--- src/rtl/alu_pkg.sv ---
// rtl/alu_pkg.sv - opcode and FSM state types shared by the sequential ALU.
// Decimal adjust is only built when ALU_BCD_EN is defined.
package alu_pkg;

  typedef enum logic [3:0] {
    ALU_ADD  = 4'h0,
    ALU_SUB  = 4'h1,
    ALU_OR   = 4'h2,
    ALU_AND  = 4'h3,
    ALU_EOR  = 4'h4,
    ALU_INC  = 4'h5,
    ALU_DEC  = 4'h6,
    ALU_ASL  = 4'h7,
    ALU_ROL  = 4'h8,
    ALU_ROR  = 4'h9,
    ALU_LSR  = 4'hA,
    ALU_BIT  = 4'hB,
    ALU_PASS = 4'hC
  } alu_op_t;

  typedef enum logic [1:0] {
    ST_IDLE    = 2'd0,
    ST_EXEC    = 2'd1,
    ST_BCD_ADJ = 2'd2,
    ST_HOLD    = 2'd3
  } alu_state_t;

  function automatic logic is_arith(input alu_op_t op);
    return (op == ALU_ADD) || (op == ALU_SUB);
  endfunction

endpackage

--- src/rtl/bcd_adjust.sv ---
// rtl/bcd_adjust.sv - decimal add/subtract, one 4-bit digit at a time.
// Used by alu_seq only when ALU_BCD_EN is defined.
module bcd_adjust #(
  parameter int WIDTH = 8
) (
  input  logic [WIDTH-1:0] a,
  input  logic [WIDTH-1:0] b,
  input  logic             c_in,
  input  logic             sub,
  output logic [WIDTH-1:0] y,
  output logic             c_out
);

  localparam int NIB = WIDTH / 4;

  logic       carry;
  logic       adj;
  logic [3:0] b_nib;
  logic [4:0] t;

  // carry means "decimal carry" for ADD and "no borrow" for SUB
  always_comb begin
    carry = c_in;
    adj   = 1'b0;
    b_nib = '0;
    t     = '0;
    y     = '0;
    for (int i = 0; i < NIB; i++) begin
      b_nib = sub ? ~b[4*i +: 4] : b[4*i +: 4];
      t     = {1'b0, a[4*i +: 4]} + {1'b0, b_nib} + {4'b0, carry};
      if (!sub) begin
        adj          = (t > 5'd9);
        y[4*i +: 4]  = adj ? (t[3:0] + 4'd6) : t[3:0];
        carry        = adj;
      end else begin
        y[4*i +: 4]  = t[4] ? t[3:0] : (t[3:0] - 4'd6);
        carry        = t[4];
      end
    end
    c_out = carry;
  end

endmodule

--- src/rtl/alu_seq.sv ---
// rtl/alu_seq.sv - sequential ALU: accept, execute, optional decimal adjust, hold.
// Define ALU_BCD_EN to enable the BCD_ADJ state for decimal ADD/SUB.
module alu_seq
  import alu_pkg::*;
#(
  parameter int WIDTH = 8
) (
  input  logic             clk,
  input  logic             reset,
  input  logic             in_valid,
  output logic             in_ready,
  input  logic [WIDTH-1:0] a,
  input  logic [WIDTH-1:0] b,
  input  alu_op_t          op,
  input  logic             c_in,
  input  logic             bcd,
  output logic             out_valid,
  input  logic             out_ready,
  output logic [WIDTH-1:0] y,
  output logic             zero,
  output logic             negative,
  output logic             overflow,
  output logic             c_out
);

  localparam int MSB = WIDTH - 1;

  alu_state_t       state_q;
  logic             in_ready_q, out_valid_q;
  logic [WIDTH-1:0] a_q, b_q, y_q;
  alu_op_t          op_q;
  logic             cin_q;
  logic             z_q, n_q, v_q, c_q;

  logic [WIDTH-1:0] y_d, b_eff;
  logic [WIDTH:0]   sum;
  logic             z_d, n_d, v_d, c_d;

  always_comb begin
    y_d   = '0;
    c_d   = 1'b0;
    v_d   = 1'b0;
    b_eff = (op_q == ALU_SUB) ? ~b_q : b_q;
    sum   = {1'b0, a_q} + {1'b0, b_eff} + {{WIDTH{1'b0}}, cin_q};
    case (op_q)
      ALU_ADD, ALU_SUB: begin
        y_d = sum[MSB:0];
        c_d = sum[WIDTH];
        v_d = (a_q[MSB] == b_eff[MSB]) && (sum[MSB] != a_q[MSB]);
      end
      ALU_OR:   y_d = a_q | b_q;
      ALU_AND:  y_d = a_q & b_q;
      ALU_EOR:  y_d = a_q ^ b_q;
      ALU_INC:  y_d = a_q + 1'b1;
      ALU_DEC:  y_d = a_q - 1'b1;
      ALU_ASL:  {c_d, y_d} = {a_q, 1'b0};
      ALU_ROL:  {c_d, y_d} = {a_q, cin_q};
      ALU_LSR:  {y_d, c_d} = {1'b0, a_q};
      ALU_ROR:  {y_d, c_d} = {cin_q, a_q};
      ALU_BIT: begin
        y_d = a_q & b_q;
        v_d = b_q[MSB-1];
      end
      ALU_PASS: y_d = b_q;
      default:  y_d = '0;
    endcase
    z_d = (y_d == '0);
    n_d = (op_q == ALU_BIT) ? b_q[MSB] : y_d[MSB];
  end

`ifdef ALU_BCD_EN
  logic             bcd_q;
  logic [WIDTH-1:0] dec_y;
  logic             dec_c;

  bcd_adjust #(.WIDTH(WIDTH)) u_bcd_adjust (
    .a     (a_q),
    .b     (b_q),
    .c_in  (cin_q),
    .sub   (op_q == ALU_SUB),
    .y     (dec_y),
    .c_out (dec_c)
  );
`else
  logic unused_bcd;
  assign unused_bcd = bcd;
`endif

  always_ff @(posedge clk) begin
    if (reset) begin
      state_q     <= ST_IDLE;
      in_ready_q  <= 1'b1;
      out_valid_q <= 1'b0;
      y_q         <= '0;
      {z_q, n_q, v_q, c_q} <= 4'b0;
    end else begin
      case (state_q)
        ST_IDLE: begin
          if (in_valid) begin
            a_q        <= a;
            b_q        <= b;
            op_q       <= op;
            cin_q      <= c_in;
`ifdef ALU_BCD_EN
            bcd_q      <= bcd;
`endif
            in_ready_q <= 1'b0;
            state_q    <= ST_EXEC;
          end
        end
        ST_EXEC: begin
          y_q <= y_d;
          {z_q, n_q, v_q, c_q} <= {z_d, n_d, v_d, c_d};
`ifdef ALU_BCD_EN
          if (bcd_q && is_arith(op_q)) begin
            state_q <= ST_BCD_ADJ;
          end else begin
            state_q     <= ST_HOLD;
            out_valid_q <= 1'b1;
          end
`else
          state_q     <= ST_HOLD;
          out_valid_q <= 1'b1;
`endif
        end
`ifdef ALU_BCD_EN
        // overflow is left as computed on the binary pass
        ST_BCD_ADJ: begin
          y_q         <= dec_y;
          z_q         <= (dec_y == '0);
          n_q         <= dec_y[MSB];
          c_q         <= dec_c;
          state_q     <= ST_HOLD;
          out_valid_q <= 1'b1;
        end
`endif
        ST_HOLD: begin
          if (out_ready) begin
            state_q     <= ST_IDLE;
            out_valid_q <= 1'b0;
            in_ready_q  <= 1'b1;
          end
        end
        default: begin
          state_q     <= ST_IDLE;
          out_valid_q <= 1'b0;
          in_ready_q  <= 1'b1;
        end
      endcase
    end
  end

  assign in_ready  = in_ready_q;
  assign out_valid = out_valid_q;
  assign y         = y_q;
  assign zero      = z_q;
  assign negative  = n_q;
  assign overflow  = v_q;
  assign c_out     = c_q;

endmodule

--- config.mk ---
export PLATFORM = sky130hd
export DESIGN_NAME = alu_seq
export DESIGN_NICKNAME = d
export VERILOG_FILES = /design/src/rtl/alu_pkg.sv /design/src/rtl/bcd_adjust.sv /design/src/rtl/alu_seq.sv
export SDC_FILE = /design/constraint.sdc
export NUM_CORES = 1
export LEC_CHECK = 0
export BUFFER_PORTS_ARGS = -buffer_cell sky130_fd_sc_hd__buf_2
export CAP_MARGIN = 20
export CORE_MARGIN = 2
export CORE_UTILIZATION = 40
export CTS_BUF_LIST = sky130_fd_sc_hd__clkbuf_16
export CTS_CLUSTER_SIZE = 24
export DETAILED_ROUTE_END_ITERATION = 8
export PLACE_DENSITY_LB_ADDON = 0.05
export SETUP_SLACK_MARGIN = 0.15
export SLEW_MARGIN = 20
export SYNTH_ARGS = -nofsm -noshare
export SYNTH_HDL_FRONTEND = slang
export SYNTH_SLANG_ARGS = --single-unit
--- constraint.sdc ---
create_clock -name clk -period 3.6 [get_ports clk]
set_input_delay 0.36 -clock clk [delete_from_list [all_inputs] [get_ports clk]]
set_output_delay 0.36 -clock clk [all_outputs]
set_load 0.05 [all_outputs]
==> results of run 1 <==
routing by layer:
| layer | vias up | routed length [microns] |
|---|---|---|
| li1 | 1225 | - |
| met1 | 1142 | 3524 |
| met2 | 61 | 3414 |
| met3 | 4 | 376 |
| met4 | 0 | 48 |
| met5 | - | 0 |
flip-flops by register name, summed over array words and instances, names as in the netlist, 2 cells and up:
| register | flops |
|---|---|
| op_q | 4 |
| state_q | 2 |
| y | 8 |
| a_q | 8 |
| b_q | 8 |
cells by family after synthesis:
kind of cell / count (synthesis) / synth area share (%)
multiplexers: 5 / 1.854
AO/OA/AOI/OAI: 88 / 22.61
XOR/XNOR: 19 / 5.872
flip-flops: 37 / 33.55
AND/OR/NAND/NOR: 101 / 18.85
adder cells (fa/ha/maj): 26 / 12.01
buffers and inverters: 37 / 5.254
what timing repair did:
item	4_1_cts	5_1_grt
hold endpoints to repair	0	0
resized for setup	0	4
setup endpoints to repair	0	4
report_power, final:
part | internal [mW] | leakage (nW) | switching (mW)
clock | 0.253 | 0.0764 | 0.166
sequential | 0.476 | 0.326 | 0.0207
combinational | 0.104 | 0.974 | 0.181
worst min-delay path by stage:
stage / start / endpoint / slack (ns) / depth (start not counted)
2_1_floorplan: a[0] / a_q[0]$_DFFE_PP_ / 0.46 / 0
3_3_place_gp: negative$_SDFFE_PP0P_ / negative$_SDFFE_PP0P_ / 0.45 / 2
3_5_place_dp: negative$_SDFFE_PP0P_ / negative$_SDFFE_PP0P_ / 0.45 / 2
4_1_cts: c_in / cin_q$_DFFE_PP_ / 0.25 / 1
5_1_grt: b[1] / b_q[1]$_DFFE_PP_ / 0.25 / 1
6_report: c_in / cin_q$_DFFE_PP_ / 0.25 / 1
critical path, stage by stage, from the launching register on:
cell                       delay [ns]
sky130_fd_sc_hd__edfxtp_1        0.37
sky130_fd_sc_hd__or3_1           0.43
sky130_fd_sc_hd__nor2_2          0.14
sky130_fd_sc_hd__xnor2_1         0.15
sky130_fd_sc_hd__fa_1            0.22
sky130_fd_sc_hd__inv_1           0.06
sky130_fd_sc_hd__fa_1            0.41
sky130_fd_sc_hd__a21o_1          0.20
sky130_fd_sc_hd__a21oi_2         0.19
sky130_fd_sc_hd__nor2b_1         0.10
sky130_fd_sc_hd__mux2_2          0.28
sky130_fd_sc_hd__a211oi_2        0.21
sky130_fd_sc_hd__nand2_1         0.11
sky130_fd_sc_hd__o32ai_2         0.24
layout by cell type (no fill, tap or decap), types with 4 or more instances in the layout:
| cell | n |
|---|---|
| sky130_fd_sc_hd__o211ai_1 | 4 |
| sky130_fd_sc_hd__xnor2_1 | 16 |
| sky130_fd_sc_hd__nand2_1 | 19 |
| sky130_fd_sc_hd__nor3_1 | 5 |
| sky130_fd_sc_hd__o21ai_0 | 15 |
| sky130_fd_sc_hd__clkbuf_16 | 5 |
| sky130_fd_sc_hd__inv_1 | 23 |
| sky130_fd_sc_hd__a21oi_1 | 17 |
| sky130_fd_sc_hd__buf_4 | 12 |
| sky130_fd_sc_hd__and3_1 | 6 |
| sky130_fd_sc_hd__a211oi_1 | 5 |
| sky130_fd_sc_hd__nor2_1 | 25 |
| sky130_fd_sc_hd__nor3b_1 | 6 |
| sky130_fd_sc_hd__nand2b_1 | 9 |
| sky130_fd_sc_hd__ha_1 | 24 |
| sky130_fd_sc_hd__o22ai_1 | 6 |
| sky130_fd_sc_hd__dfxtp_1 | 16 |
| sky130_fd_sc_hd__nand3_1 | 6 |
| sky130_fd_sc_hd__buf_2 | 38 |
| sky130_fd_sc_hd__edfxtp_1 | 21 |
| sky130_fd_sc_hd__nand4_1 | 4 |
| sky130_fd_sc_hd__nor2b_1 | 7 |
| sky130_fd_sc_hd__a2bb2oi_1 | 5 |
area by class of cell:
class,instances,area [sq um],area share (%)
Sequential cell,37,950.9,28.66
Multi-Input combinational cell,239,1747,52.64
Clock buffer,5,125.1,3.771
Inverter,21,78.83,2.376
Timing Repair Buffer,50,280.3,8.446
Clock inverter,3,16.27,0.4902
Tap cell,96,120.1,3.620
per-stage QoR:
stage / cell area [sq um] / power [mW] / hold WS (ns)
6_report: 3318 / 1.200 / 0.2549
5_1_grt: 3318 / 1.260 / 0.2467
4_1_cts: 3306 / 1.209 / 0.2513
3_5_place_dp: 3164 / 0.7881 / 0.4534
3_3_place_gp: 3164 / 0.7850 / 0.4480
2_1_floorplan: 2834 / 0.7068 / 0.4589
==> Flow_metrics.wiki, run 1 <==
{| class="wikitable"
! Metric !! Value
|-
| Run status || complete, no violations
|-
| Yosys top cell by area || sky130_fd_sc_hd__edfxtp_1
|-
| Half-perimeter wire length of the detailed placement result || ~5.6 mm
|-
| Per-cell routed wire length || ~16 microns
|-
| EDFF count, synth || 21
|-
| Non-filler instance count after layout || ~450
|-
| Primary FF master, synth || sky130_fd_sc_hd__edfxtp_1
|-
| Critical path capture point type || register
|-
| Largest net degree at the start of global routing || 22
|-
| Fraction of post-synthesis cell area in the top cell type by area || roughly 22%
|-
| Measured slew at the worst slew-check pin || 0.9379 ns
|-
| Leading post-synthesis cells by cell area || sky130_fd_sc_hd__edfxtp_1 22%, sky130_fd_sc_hd__dfxtp_1 11%, sky130_fd_sc_hd__ha_1 11%
|-
| Fin crit period || roughly 3.2 ns
|-
| Post-detailed-routing wire length || approximately 7.4 mm
|-
| Number of buffers added to fix hold violations after cts || 0
|-
| Global-route total usage across every layer || roughly a fifth
|-
| Fraction of layout cells with a size suffix above 1 || 20.28%
|-
| Critical Path Source || op_q[3]$_DFFE_PP_
|-
| First-pass GRT wire length || about 12 mm
|-
| Initial antenna violation count || 0
|-
| Number of I/O pins || 40
|-
| Total power per unit cell area || around 360 mW/mm^2
|-
| Critical Path End || zero$_SDFFE_PP0P_
|-
| Highest clock frequency the design can meet || between 300 and 400 MHz
|-
| Global-route layer with the greatest usage || met2
|-
| Period Utilization, post-route || 88.73%
|-
| Synth top cells by count || 25 x sky130_fd_sc_hd__nor2_1, 24 x sky130_fd_sc_hd__ha_1, 21 x sky130_fd_sc_hd__edfxtp_1, 21 x sky130_fd_sc_hd__inv_1
|-
| Antenna Nets Post-Route || 0
|-
| Hold Crit Class || in2reg
|-
| Worst r2r src || op_q[3]$_DFFE_PP_
|-
| Max rail drop VDD || 0.2001 mV
|-
| Number of distinct library cell variants in the gate-level netlist after synthesis || 64
|-
| Max-slew violations || 0
|-
| Final worst slack || about 0.41 ns
|-
| Final weighted congestion in routability-driven placement || roughly 0.87
|-
| R2R Setup Slk || 0.41 ns
|-
| Initial core utilization || 41.48%
|-
| FILL cells || ~690
|-
| Clock transition time at the flip-flop clock pins of the worst setup and hold paths || around 0.060 ns
|-
| Number of buffers between clock root and the deepest sink || 2
|-
| Post-placement worst setup slack || ~0.30 ns
|-
| Global route overflow || 0
|-
| Total number of yosys warnings || 0
|-
| Detailed router's first-iteration violation count || 169
|-
| Total of buffers placed on input and output ports || 38
|-
| Most common cell in the synthesized netlist || sky130_fd_sc_hd__nor2_1
|-
| Count of buffers added by post-CTS timing repair for setup || 0
|-
| Number of CTS-inserted buffers || 5
|-
| Std cell rows || 30
|-
| CP max FO || 2
|-
| FF-to-FF End || zero$_SDFFE_PP0P_
|-
| Final net count || 406
|-
| Core Util, Final || roughly half
|-
| Post-Syn Area || 0.002834 sq mm
|-
| Cell count after synthesis || 313
|-
| Average cell area after synthesis || about 9 sq um
|-
| Placeable core region || between 0.006 and 0.007 sq mm
|-
| Share of flip-flops with an asynchronous set or reset || 0%
|-
| FF+latch count, synth || 37
|-
| RSZ-0062 raised after global routing || false
|-
| Maximum level of the CTS H-tree || 2
|-
| Layout overhead on the synthesized area || 17.09%
|-
| GRT met3 Usage || 2.545%
|-
| Die Wd || 88.17 microns
|-
| Kind of start point of the critical path || register
|-
| Setup TNS after final layout || 0 ns
|-
| Post-Synthesis Net Count || roughly 370
|-
| Via Count || approximately 2400
|-
| Buffer type at the clock tree root || sky130_fd_sc_hd__clkbuf_16
|-
| Number of failing setup endpoints in the final timing report || 0
|-
| First-pass iteration count of the detailed router || 4
|-
| Worst max-slew margin expressed relative to the limit || 37.47%
|-
| Via count of the first global-routing pass || ~2300
|-
| Clock tree sinks || 37
|-
| Critical path required time || ~3.8 ns
|-
| Number of max-cap violations || 0
|-
| Depth of the worst register-to-register path || 13
|-
| Met1 layer usage reported by global route || between 30 and 40%
|-
| Cells after DPL || between 400 and 500
|-
| Later-pin clock latency in the skew report || roughly 0.28 ns
|-
| Vertical die dimension || just under 90 microns
|-
| Leakage || between 1 and 1.5 nW
|-
| Proportion of synthesized chip area in sequential cells || between 30% and 40%
|-
| Antenna diode count || 0
|-
| Global-route track usage on met2 || between 30% and 40%
|-
| Kind of critical path || reg2reg
|-
| TritonCTS clock tree || yes
|-
| Clock Skew || ~0.0039 ns
|-
| Overall die area || between 0.007 and 0.008 sq mm
|-
| Post-route DRC || 0
|-
| Number of vias per cell || about 5.4
|-
| Crit path DAT || 3.39 ns
|-
| Hold Fails Final Rpt || 0
|}
Power figures use the tool's default switching activity.
==> run 2: changes to the inputs <==
==> constraint.sdc (replaced) <==
create_clock -name clk -period 3.6 [get_ports clk]
set_input_delay 0.72 -clock clk [delete_from_list [all_inputs] [get_ports clk]]
set_output_delay 0.72 -clock clk [all_outputs]
set_load 0.05 [all_outputs]
==> Flow_metrics.wiki, run 2 (synthesized netlist as in run 1, its figures left out) <==
{| class="wikitable"
! Metric !! Value
|-
| Run status || complete, no violations (unchanged)
|-
| Later-pin clock latency in the skew report || 0.28 ns (about the same)
|-
| Number of buffers between clock root and the deepest sink || 2 (unchanged)
|-
| Max-slew violations || 0 (unchanged)
|-
| Post-detailed-routing wire length || 7.443 mm (was 7.364 mm)
|-
| Period Utilization, post-route || 90.84% (was 88.73%)
|-
| Cell at the slowest stage of the critical path || sky130_fd_sc_hd__or3_1 (unchanged)
|-
| Fin crit period || 3.270 ns (was 3.194 ns)
|-
| Measured slew at the worst slew-check pin || 0.9405 ns (was 0.9379 ns)
|-
| Hold-critical path depth || 2 (was 1)
|-
| Max rail drop VDD || 0.1901 mV (was 0.2001 mV)
|-
| Antenna diode count || 0 (unchanged)
|-
| Initial core utilization || 41.48% (unchanged)
|-
| Post-placement worst setup slack || 0.2831 ns (was 0.2968 ns)
|-
| Via Count || 2445 (was 2432)
|-
| Worst max-slew margin expressed relative to the limit || 37.30% (was 37.47%)
|-
| Fraction of layout cells with a size suffix above 1 || 19.49% (was 20.28%)
|-
| CP max FO || 7 (was 2)
|-
| Highest clock frequency the design can meet || 305.8 MHz (was 313.1 MHz)
|-
| Top library cells by usage in the layout, fill and taps aside || 38 x sky130_fd_sc_hd__buf_2, 25 x sky130_fd_sc_hd__nor2_1, 24 x sky130_fd_sc_hd__ha_1 (unchanged)
|-
| RSZ-0062 raised after global routing || true (was false)
|-
| Internal Power || 0.8324 mW (was 0.8321 mW)
|-
| Routed metal-1 wirelength || 3.643 mm (was 3.524 mm)
|-
| Switching portion of total power || 30.97% (was 30.65%)
|-
| Crit path DAT || 3.47 ns (was 3.39 ns)
|-
| Combinational share of power || 23.4% (was 23.7%)
|-
| Commonest non-fill, non-tap cell in the layout || sky130_fd_sc_hd__buf_2 (unchanged)
|-
| Detailed route wirelength on metal2 || 3.368 mm (was 3.414 mm)
|-
| Worst r2r src || op_q[3]$_DFFE_PP_ (unchanged)
|-
| Clock transition time at the flip-flop clock pins of the worst setup and hold paths || 0.06 ns (about the same)
|-
| FF-to-FF End || zero$_SDFFE_PP0P_ (unchanged)
|-
| First-pass iteration count of the detailed router || 4 (unchanged)
|-
| Part of the total power dissipated in the clock network || 35.3% (was 34.9%)
|-
| Family of cells with the greatest summed delay on the critical path || compound AO/OA/AOI/OAI gates (unchanged)
|-
| Initial antenna violation count || 0 (unchanged)
|-
| Detailed router's first-iteration violation count || 120 (was 169)
|-
| Std cell rows || 30 (unchanged)
|-
| Final weighted congestion in routability-driven placement || 0.8681 (was 0.8673)
|-
| Final non-filler cell area || 0.003302 sq mm (was 0.003318 sq mm)
|-
| Clock Skew || 0.003507 ns (was 0.003863 ns)
|-
| TritonCTS clock tree || yes (unchanged)
|-
| Hold path startpoint || negative$_SDFFE_PP0P_ (was c_in)
|-
| Global route overflow || 0 (unchanged)
|-
| Final worst slack || 0.3296 ns (was 0.4057 ns)
|-
| Sequential Area || 950.9 sq um (unchanged)
|-
| Hold Path Sink || negative$_SDFFE_PP0P_ (was cin_q$_DFFE_PP_)
|-
| Via count of the first global-routing pass || 2316 (was 2298)
|-
| Area occupied by multi-input gates || 0.001738 sq mm (was 0.001747 sq mm)
|-
| Number of CTS-inserted buffers || 5 (unchanged)
|-
| Die Wd || 88.17 microns (unchanged)
|-
| Per-cell routed wire length || 16.54 microns (was 16.33 microns)
|-
| Global-route total usage across every layer || 20.45% (was 20.47%)
|-
| Met3 layer wire length in the routed design || 310 microns (was 376 microns)
|-
| Worst path buffer plus inverter count || 2 (was 1)
|-
| Worst path cell trace || or3_1 -> nor2_2 -> buf_4 -> xnor2_1 -> ha_1 -> o21ai_0 -> a21oi_1 -> mux2i_1 -> a2111oi_0 -> a21boi_0 -> buf_4 -> nand2_1 -> o32ai_2 (was or3_1 -> nor2_2 -> xnor2_1 -> fa_1 -> inv_1 -> fa_1 -> a21o_1 -> a21oi_2 -> nor2b_1 -> mux2_2 -> a211oi_2 -> nand2_1 -> o32ai_2)
|-
| Kind of start point of the critical path || register (unchanged)
|-
| FILL cells || 677 (was 689)
|-
| Number of vias per cell || 5.433 (was 5.392)
|-
| Critical path capture point type || register (unchanged)
|-
| Maximum level of the CTS H-tree || 2 (unchanged)
|-
| Number of max-cap violations || 0 (unchanged)
|-
| Placed instance area || 0.003157 sq mm (was 0.003164 sq mm)
|-
| Clock tree sinks || 37 (unchanged)
|-
| CP most frequent cell || sky130_fd_sc_hd__buf_4 (was sky130_fd_sc_hd__fa_1)
|-
| Leakage || 1.363 nW (was 1.376 nW)
|-
| First-pass GRT wire length || 12.10 mm (was 12.08 mm)
|-
| Final net count || 405 (was 406)
|-
| R2R Setup Slk || 0.33 ns (was 0.41 ns)
|-
| Sequential cell fraction of total power || 41.3% (was 41.4%)
|-
| Half-perimeter wire length of the detailed placement result || 5.536 mm (was 5.610 mm)
|-
| Slowest cell delay on critical path || 0.42 ns (was 0.43 ns)
|-
| Layout overhead on the synthesized area || 16.51% (was 17.09%)
|-
| Vertical die dimension || 88.17 microns (unchanged)
|-
| Overall die area || 0.007774 sq mm (unchanged)
|-
| Total of buffers placed on input and output ports || 38 (unchanged)
|-
| Hold Fails Final Rpt || 0 (unchanged)
|-
| Placeable core region || 0.006832 sq mm (unchanged)
|-
| Largest net degree at the start of global routing || 22 (unchanged)
|-
| Antenna Nets Post-Route || 0 (unchanged)
|-
| Kind of critical path || reg2reg (unchanged)
|-
| Hold Crit Class || reg2reg (was in2reg)
|-
| Buffer type at the clock tree root || sky130_fd_sc_hd__clkbuf_16 (unchanged)
|-
| Total power per unit cell area || 365.2 mW/mm^2 (was 361.6 mW/mm^2)
|-
| Critical path required time || 3.80 ns (was 3.79 ns)
|-
| Total power || 1.206 mW (was 1.200 mW)
|-
| Number of failing setup endpoints in the final timing report || 0 (unchanged)
|-
| Number of I/O pins || 40 (unchanged)
|-
| Setup TNS after final layout || 0 ns (unchanged)
|-
| Uppermost metal layer occupied by signal nets || met4 (unchanged)
|-
| Depth of the worst register-to-register path || 13 (unchanged)
|-
| Switching component of the power || 0.3735 mW (was 0.3677 mW)
|-
| Post-route DRC || 0 (unchanged)
|}
[run 2: cell types whose count changed in the layout (fill, tap and decap cells not counted)]
cell | previous run | this run
sky130_fd_sc_hd__clkinv_1 | 0 | 2
sky130_fd_sc_hd__inv_1 | 23 | 21
sky130_fd_sc_hd__a211oi_1 | 5 | 6
sky130_fd_sc_hd__a211oi_2 | 2 | 1
sky130_fd_sc_hd__a21oi_1 | 17 | 18
sky130_fd_sc_hd__a21oi_2 | 2 | 1
sky130_fd_sc_hd__buf_4 | 12 | 11
sky130_fd_sc_hd__clkinv_4 | 1 | 0
sky130_fd_sc_hd__inv_6 | 0 | 1
[run 2: through the flow]
stage               cells  hold slack [ns]  utilization (%)
floorplan             313           0.5081                -
global placement      442           0.4476            46.21
detailed placement    442           0.4530            46.21
CTS                   450           0.4602            48.28
global route          450           0.4879            48.33
finish                450           0.4535            48.33
[run 2: worst reg2reg max path: stages, from the launching register on]
cell and delay, ns:
sky130_fd_sc_hd__edfxtp_1 0.37, sky130_fd_sc_hd__or3_1 0.42, sky130_fd_sc_hd__nor2_2 0.14, sky130_fd_sc_hd__buf_4 0.23
sky130_fd_sc_hd__xnor2_1 0.09, sky130_fd_sc_hd__ha_1 0.34, sky130_fd_sc_hd__o21ai_0 0.10, sky130_fd_sc_hd__a21oi_1 0.33
sky130_fd_sc_hd__mux2i_1 0.12, sky130_fd_sc_hd__a2111oi_0 0.34, sky130_fd_sc_hd__a21boi_0 0.23, sky130_fd_sc_hd__buf_4 0.15
sky130_fd_sc_hd__nand2_1 0.07, sky130_fd_sc_hd__o32ai_2 0.24
[run 2: power groups by stage]
stage	clock (mW)	sequential [mW]	combinational [mW]
2_1_floorplan	0	0.551	0.156
3_3_place_gp	0	0.507	0.277
3_5_place_dp	0	0.507	0.279
4_1_cts	0.437	0.498	0.281
5_1_grt	0.461	0.502	0.309
6_report	0.426	0.498	0.282
[run 2: area by class of cell]
class / count / share of cell area [%]
timing repair buffer: 49 / 8.261
clock inverter: 3 / 0.4926
sequential: 37 / 28.80
clock buffer: 5 / 3.789
multi-input combinational: 239 / 52.63
inverter: 21 / 2.387
tap: 96 / 3.638
[run 2: layer usage]
layer | GRT usage [%] | vias up
met1 | 30.07 | 1153
met2 | 30.76 | 57
met5 | 0 | -
met3 | 2.639 | 11
met4 | 7.163 | 0
li1 | - | 1224
[run 2: worst max path at each step]
stage | start | end | slack [ns] | cells past startpoint
floorplan | op_q[2]$_DFFE_PP_ | zero$_SDFFE_PP0P_ | 0.22 | 15
global placement | op_q[3]$_DFFE_PP_ | zero$_SDFFE_PP0P_ | 0.30 | 13
detailed placement | op_q[3]$_DFFE_PP_ | zero$_SDFFE_PP0P_ | 0.28 | 13
CTS | op_q[3]$_DFFE_PP_ | zero$_SDFFE_PP0P_ | 0.25 | 13
global route | op_q[3]$_DFFE_PP_ | zero$_SDFFE_PP0P_ | 0.14 | 13
finish | op_q[3]$_DFFE_PP_ | zero$_SDFFE_PP0P_ | 0.33 | 13
[run 2: timing repair]
action	in CTS	in global routing
buffers inserted	0	0
resized for setup	0	2
hold buffers	0	0
endpoints found under the setup margin	0	2
